$ cat src/rtl/serial_add_unit.sv
// Bit-serial adder: one full-adder cell plus a carry flop computes a + b + cin
// LSB first over WIDTH cycles, with a start/done handshake.
module serial_add_unit #(
  parameter int unsigned WIDTH = 4
) (
  input  logic             clk,
  input  logic             rst,
  input  logic             start,
  input  logic [WIDTH-1:0] a,
  input  logic [WIDTH-1:0] b,
  input  logic             cin,
  output logic             busy,
  output logic             done,
  output logic [WIDTH-1:0] sum,
  output logic             cout
);

  localparam int unsigned CntW = (WIDTH > 1) ? $clog2(WIDTH) : 1;
  localparam logic [CntW-1:0] LastCnt = CntW'(WIDTH - 1);

  typedef enum logic [1:0] {StIdle, StRun, StDone} state_e;

  state_e           state_q, state_d;
  logic [WIDTH-1:0] a_sr_q, a_sr_d;
  logic [WIDTH-1:0] b_sr_q, b_sr_d;
  logic [WIDTH-1:0] sum_sr_q, sum_sr_d;
  logic [WIDTH-1:0] sum_q, sum_d;
  logic             carry_q, carry_d;
  logic             cout_q, cout_d;
  logic [CntW-1:0]  cnt_q, cnt_d;
  logic             bit_s, bit_c;

  always_comb begin
    bit_s    = a_sr_q[0] ^ b_sr_q[0] ^ carry_q;
    bit_c    = (a_sr_q[0] & b_sr_q[0]) | (a_sr_q[0] & carry_q) | (b_sr_q[0] & carry_q);
    state_d  = state_q;
    a_sr_d   = a_sr_q;
    b_sr_d   = b_sr_q;
    sum_sr_d = sum_sr_q;
    sum_d    = sum_q;
    carry_d  = carry_q;
    cout_d   = cout_q;
    cnt_d    = cnt_q;

    unique case (state_q)
      StIdle, StDone: begin
        if (start) begin
          a_sr_d   = a;
          b_sr_d   = b;
          sum_sr_d = '0;
          carry_d  = cin;
          cnt_d    = '0;
          state_d  = StRun;
        end else begin
          state_d = StIdle;
        end
      end
      StRun: begin
        a_sr_d   = {1'b0, a_sr_q[WIDTH-1:1]};
        b_sr_d   = {1'b0, b_sr_q[WIDTH-1:1]};
        sum_sr_d = {bit_s, sum_sr_q[WIDTH-1:1]};
        carry_d  = bit_c;
        cnt_d    = cnt_q + CntW'(1);
        // Outputs only change here, so partial sums never reach the port.
        if (cnt_q == LastCnt) begin
          sum_d   = {bit_s, sum_sr_q[WIDTH-1:1]};
          cout_d  = bit_c;
          state_d = StDone;
        end
      end
      default: state_d = StIdle;
    endcase
  end

  always_ff @(posedge clk) begin
    if (rst) begin
      state_q  <= StIdle;
      a_sr_q   <= '0;
      b_sr_q   <= '0;
      sum_sr_q <= '0;
      sum_q    <= '0;
      carry_q  <= 1'b0;
      cout_q   <= 1'b0;
      cnt_q    <= '0;
    end else begin
      state_q  <= state_d;
      a_sr_q   <= a_sr_d;
      b_sr_q   <= b_sr_d;
      sum_sr_q <= sum_sr_d;
      sum_q    <= sum_d;
      carry_q  <= carry_d;
      cout_q   <= cout_d;
      cnt_q    <= cnt_d;
    end
  end

  assign busy = (state_q == StRun);
  assign done = (state_q == StDone);
  assign sum  = sum_q;
  assign cout = cout_q;

endmodule

$ cat config.mk
export PLATFORM = sky130hd
export DESIGN_NAME = serial_add_unit
export DESIGN_NICKNAME = d
export VERILOG_FILES = /design/src/rtl/serial_add_unit.sv
export SDC_FILE = /design/constraint.sdc
export NUM_CORES = 1
export LEC_CHECK = 0
export CAP_MARGIN = 20
export CELL_PAD_IN_SITES_DETAIL_PLACEMENT = 0
export CELL_PAD_IN_SITES_GLOBAL_PLACEMENT = 1
export CORE_MARGIN = 4
export CORE_UTILIZATION = 38
export CTS_CLUSTER_SIZE = 20
export DETAILED_ROUTE_END_ITERATION = 10
export GPL_ROUTABILITY_DRIVEN = 0
export HOLD_SLACK_MARGIN = 0.03
export PLACE_DENSITY = 0.91
export SETUP_SLACK_MARGIN = 0.2
export SLEW_MARGIN = 10
export SYNTH_ARGS = -nofsm -noshare
export SYNTH_HDL_FRONTEND = slang
export SYNTH_SLANG_ARGS = --single-unit
$ cat constraint.sdc
create_clock -name clk -period 2.1 [get_ports clk]
set_input_delay 0.21 -clock clk [delete_from_list [all_inputs] [get_ports clk]]
set_output_delay 0.21 -clock clk [all_outputs]
set_load 0.01 [all_outputs]
==> flow_summary.ini, run 1 <==
[timing]
finalSetupViolCount = 0
layout_setup_ws_ns = 0.3611
worst_pin_slew_ns = 0.7847
fin_setup_tns_ns = 0
rsz0062_at_grt = no
timing.slew.headroom_pct = 47.52
whs_ns = 0.4476
skew_ns = 0.008085
slew_violations = 0
min_period_over_period_pct = 82.80
period_minus_slack_ns = 1.739
hold_viol = 0
max_freq_mhz = 575.1

[floorplanning]
die_w_microns = 56.15
num_rows = 17
die_area_sq_um = 3152
pin_count = 19
coreArea_sq_um = 2212
dieHeight_microns = 56.15
initial_core_util_pct = 39.82

[clock_network]
insertion_delay_ns = 0.29
cts_resized = 0
cts_sinks = 21
cts_hold_buf = 0
cts_buffers = 3
cts_root_buffer = clkbuf_4
htreeDepth = 1
cts_tree = built
clkTransAtPathRegs_ns = 0.11
post-cts-setup-buffer-count = 0
cts_buffer_depth = 2

[routing]
antenna_left = 0
highest_layer = met4
drt_iter0_drc = 8
num_vias = 742
wl_met3_microns = 81
firstDrtPassIters = 4
route.met2.wl_microns = 801
wl_mm = 1.653
drc = 0
wl_per_cell_microns = 11.17
drt-met1-wl_microns = 756
viasPerCell = 5.014

[synth]
synth.top_cell.area_share_pct = 47.73
synth.distinct_cells = 18
synth_fp_nets = 117
synthMuxAreaShare_pct = 0
synth-simple-area-share_pct = 26.56
yosys-top-cells-area = dfxtp_1, nand2_1, a21oi_1, nand3_1, a311oi_1
synth_top_family_by_area = simple AND/OR/NAND/NOR gates
ys_ff_latch = 21
ys_seq_area_share_pct = 47.73
synth_common_cells = nand2_1, dfxtp_1, a21oi_1, nand3_1, nor2_1
synth_fa_ha_area_share_pct = 3.693
syn-cell-area_sq_um = 880.8
synth_edf_count = 0
synth_compound_area_share_pct = 16.05
yosysTopAreaCell = dfxtp_1
yosys.area_share.xor_xnor_pct = 0
ys.warnings.count = 0
ys.flop_type = dfxtp_1
avgSynthCellArea_sq_um = 8.552
synth-async-reset-ratio_pct = 0
syn_inst = 103
yosysMostFrequentCell = nand2_1

[final_layout]
final_layout_size_suffix_gt1_share_pct = 7.500
area_delta_synth_final_pct = 23.58
layout.nets = 135
n_antenna_cell = 0
final_cells = 148

[power_and_ir_drop]
leakage_nw = 0.3901
power_density_nw_per_um2 = 670.4
ir_drop_uv = 371.0

[critical_path]
critPathBufInv = 2
critPathSlowestCell = clkdlybuf4s50_1
cp.required_ns = 1.89
worstPathCellList = nand2b_1 -> inv_2 -> clkdlybuf4s50_1
crit_type = reg -> out
cp_top_family = buffers and inverters
startpoint_type = flip-flop
cpPeakStageDelay_ns = 0.56
end_kind = output pin
cp_max_fo = 11
arrival_ns = 1.53

[grt]
antenna_found_initial = 0
grtUsageTotal_pct = 11.40
grt_overflow_total = 0
grt_pass1_wl_mm = 2.925
grt_max_degree = 23
grt_pass1_vias = 679

[placement]
portBuffers = 18
dp_slack_ns = 0.5921
dp.cells = 144
hpwl_mm = 1.151

[hold_path]
min_path_type = in -> reg

[job]
cap_viol_max_count = 0

[status]
status = complete, no violations
cells in the final DEF (no fill, tap or decap), types with 3 or more instances in the layout:
master           synthesis  routed
a21oi_1                 12      12
a311oi_1                 5       5
clkbuf_4                 0       3
clkdlybuf4s50_1          0      18
dfxtp_1                 21      21
nand2_1                 25      25
nand3_1                 12      12
nor2_1                   9       9
report_power, final:
part | total, mW | internal (mW) | switching (mW)
Sequential | 0.433 | 0.420 | 0.0134
Combinational | 0.112 | 0.0533 | 0.0584
Clock | 0.185 | 0.0739 | 0.111
stage by stage:
stage / area, sq um / util (%) / power, mW
after floorplan: 880.8 / - / 0.5198
after CTS: 1089 / 49.21 / 0.7434
final: 1089 / 49.21 / 0.7298
after detailed placement: 1062 / 48.02 / 0.5555
after global placement: 1062 / 48.02 / 0.5523
after global routing: 1089 / 49.21 / 0.7695
cells by family after synthesis:
family | count (synthesis)
adders and majority gates | 2
and+or+nand+nor | 52
DFF | 21
buffers and inverters | 8
AOI/OAI and AO/OA | 20
flip-flops by register name, summed over array words and instances (netlist names):
signal	flops
a_sr_q	4
state_q	2
cnt_q	2
b_sr_q	4
cout	1
sum	4
carry_q	1
sum_sr_q	3
layout make-up:
| cell class | instances | area, sq um |
|---|---|---|
| clock buffers | 4 | 26.28 |
| repair buffers | 20 | 195.2 |
| flip-flops and latches | 21 | 420.4 |
| well taps | 28 | 35.03 |
| inverters | 1 | 3.754 |
| multi-input cells | 74 | 407.9 |
| fillers | 236 | 1124 |
tightest hold or removal path: stages:
cell and delay [ns]:
clkdlybuf4s50_1 0.39, nand2_1 0.05, a21oi_1 0.05
final timing paths:
kind	from	to	slack, ns	cells past startpoint
max	state_q[0]$_SDFFE_PP0P_	busy	0.36	3
min	a[3]	a_sr_q[3]$_SDFFE_PP0P_	0.45	3
max reg2reg	cnt_q[0]$_SDFFE_PP0P_	sum[1]$_SDFFE_PP0P_	0.83	4
min reg2reg	sum[3]$_SDFFE_PP0P_	sum[3]$_SDFFE_PP0P_	0.46	2
metal layers:
layer / up-vias / global-route usage (%)
met5: - / 0
met4: 0 / 6.102
met3: 2 / 2.320
met2: 12 / 18.36
met1: 339 / 14.11
li1: 389 / -
Note: power is estimated with default switching activity, not from simulation.
==> run 2, diff against run 1 <==
--- a/config.mk
+++ b/config.mk
@@ -9,12 +9,12 @@
 export CELL_PAD_IN_SITES_DETAIL_PLACEMENT = 0
 export CELL_PAD_IN_SITES_GLOBAL_PLACEMENT = 1
 export CORE_MARGIN = 4
-export CORE_UTILIZATION = 38
+export CORE_UTILIZATION = 32
 export CTS_CLUSTER_SIZE = 20
 export DETAILED_ROUTE_END_ITERATION = 10
 export GPL_ROUTABILITY_DRIVEN = 0
 export HOLD_SLACK_MARGIN = 0.03
-export PLACE_DENSITY = 0.91
+export PLACE_DENSITY = 0.83
 export SETUP_SLACK_MARGIN = 0.2
 export SLEW_MARGIN = 10
 export SYNTH_ARGS = -nofsm -noshare
==> constraint.sdc (replaced) <==
create_clock -name clk -period 1.48 [get_ports clk]
set_input_delay 0.148 -clock clk [delete_from_list [all_inputs] [get_ports clk]]
set_output_delay 0.148 -clock clk [all_outputs]
set_load 0.01 [all_outputs]
==> run 2 against run 1 <==
Compared with the run above:
- count of clock-buffer cells in the layout down 1
- hold slack lost 0.061 ns
- final cell count grew 3.4%
- non-clock buffer count grew 3
- clock power is 47% higher
- sequential cell count stayed put
- design area up 1.5%
- critical endpoint is now done
==> flow_summary.ini, run 2 (synthesis gave the netlist of run 1 again) <==
[grt]
grt_overflow_total = 0
grtUsageTotal_pct = 11.31
grt_pass1_vias = 735
grt_pass1_wl_mm = 3.077
grt_max_degree = 23
antenna_found_initial = 0

[timing]
finalSetupViolCount = 0
fin_setup_tns_ns = 0
slew_violations = 0
skew_ns = 0.0006734
max_freq_mhz = 838.5
rsz0062_at_grt = no
hold_viol = 0
min_period_over_period_pct = 80.58
timing.slew.headroom_pct = 84.26
worst_pin_slew_ns = 0.2354
period_minus_slack_ns = 1.193

[floorplanning]
initial_core_util_pct = 34.61
num_rows = 18
coreArea_sq_um = 2545
pin_count = 19
dieHeight_microns = 60.47
die_w_microns = 60.47
die_area_sq_um = 3656

[routing]
route.met2.wl_microns = 889
highest_layer = met4
num_vias = 747
firstDrtPassIters = 4
drc = 0
drt-met1-wl_microns = 736
viasPerCell = 4.882
wl_per_cell_microns = 11.49
drt_iter0_drc = 15
wl_mm = 1.758
wl_met3_microns = 117
antenna_left = 0

[power_and_ir_drop]
clock_power_share_pct = 25.9
switching_power_uw = 275.6
power_density_nw_per_um2 = 950.8
switching_share_pct = 26.23
leakage_nw = 0.4388
p_int_uw = 774.8
ir_drop_uv = 463.4
power_frac_comb_pct = 15.5
seqPwrFrac_pct = 58.6

[clock_network]
cts_tree = built
htreeDepth = 1
cts_buffer_depth = 2
cts_root_buffer = clkbuf_4
cts_sinks = 21
cts_hold_buf = 0
post-cts-setup-buffer-count = 0
cts_buffers = 3
clkTransAtPathRegs_ns = 0.11
insertion_delay_ns = 0.30

[hold_path]
min_from = b[3]
min_to = b_sr_q[3]$_SDFFE_PP0P_
whs_path_depth = 3
min_path_type = in -> reg

[final_layout]
final.fill_count = 269
area_delta_synth_final_pct = 25.43
layout.nets = 138
final_layout_size_suffix_gt1_share_pct = 13.01
layout_commonest_cell = nand2_1
fin_util_pct = 43.41
n_antenna_cell = 0
mostFrequentLayoutCells = nand2_1, dfxtp_1, nand3_1, a21oi_1, clkdlybuf4s50_1

[critical_path]
r2r-start = a_sr_q[0]$_SDFFE_PP0P_
cp_max_fo = 3
arrival_ns = 1.04
startpoint_type = flip-flop
rr_worst_depth = 3
end_kind = output pin
cp.required_ns = 1.33
reg2reg_slack_ns = 0.30
worstReg2RegEnd = sum[3]$_SDFFE_PP0P_
crit_type = reg -> out

[placement]
portBuffers = 18
hpwl_mm = 1.270

[job]
cap_viol_max_count = 0

[status]
status = complete, no violations
==> run 2: cell count changes in the layout (fill, tap and decap cells not counted) <==
cell and delta:
clkinv_2 +1, clkbuf_1 -1, dfxtp_2 +2, dlygate4sd2_1 +6, clkbuf_2 +1, dfxtp_1 -2, buf_4 +3, clkdlybuf4s50_1 -7
==> run 2: layer usage <==
metal	track usage [%]	up-vias
li1	-	392
met1	12.86	334
met2	19.29	19
met3	3.404	2
met4	5.573	0
met5	0	-
==> run 2: worst max-delay path by stage <==
| stage | cells past startpoint | from | endpoint | slack (ns) |
|---|---|---|---|---|
| after floorplan | 3 | a_sr_q[0]$_SDFFE_PP0P_ | sum[3]$_SDFFE_PP0P_ | 0.39 |
| after global placement | 5 | start | a_sr_q[0]$_SDFFE_PP0P_ | 0.12 |
| after detailed placement | 5 | start | a_sr_q[0]$_SDFFE_PP0P_ | 0.08 |
| after CTS | 3 | state_q[1]$_SDFFE_PP0P_ | busy | 0.17 |
| after global routing | 2 | state_q[1]$_SDFFE_PP0P_ | done | 0.22 |
| final | 2 | state_q[1]$_SDFFE_PP0P_ | done | 0.29 |
==> run 2: area by class of cell <==
class	count	area [sq um]	share of cell area, %
repair buffers	23	205.2	18.57
flip-flops and latches	21	422.9	38.28
inverters	1	3.754	0.3398
well taps	30	37.54	3.398
clock inverters	1	5.005	0.4530
clock buffers	3	22.52	2.039
multi-input cells	74	407.9	36.92
==> run 2: timing repair <==
item,in CTS,in global routing
gates resized for setup,8,3
gates cloned,0,0
endpoints found under the setup margin,7,3
==> run 2: power by group through the flow <==
stage                     combinational, mW  sequential [mW]  clock (mW)
after floorplan                       0.114            0.624           0
after global placement                0.162            0.628           0
after detailed placement              0.167            0.629           0
after CTS                             0.165            0.616       0.292
after global routing                  0.181            0.620       0.311
final                                 0.163            0.616       0.272
==> run 2: through the flow <==
step / hold WS [ns] / setup slack, ns / cell area [sq um] / power [mW] / instances
after floorplan: 0.2201 / 0.3944 / 880.8 / 0.7375 / 103
after detailed placement: 0.4503 / 0.08057 / 1087 / 0.7953 / 149
final: 0.3862 / 0.2874 / 1105 / 1.050 / 153
after CTS: 0.3711 / 0.1679 / 1107 / 1.074 / 153
after global routing: 0.3757 / 0.2203 / 1105 / 1.113 / 153
after global placement: 0.4441 / 0.1168 / 1087 / 0.7893 / 149
==> run 2: critical path, cell delays in order, from the launching register on <==
cell,delay (ns)
dfxtp_2,0.36
nor2b_1,0.12
dlygate4sd2_1,0.27
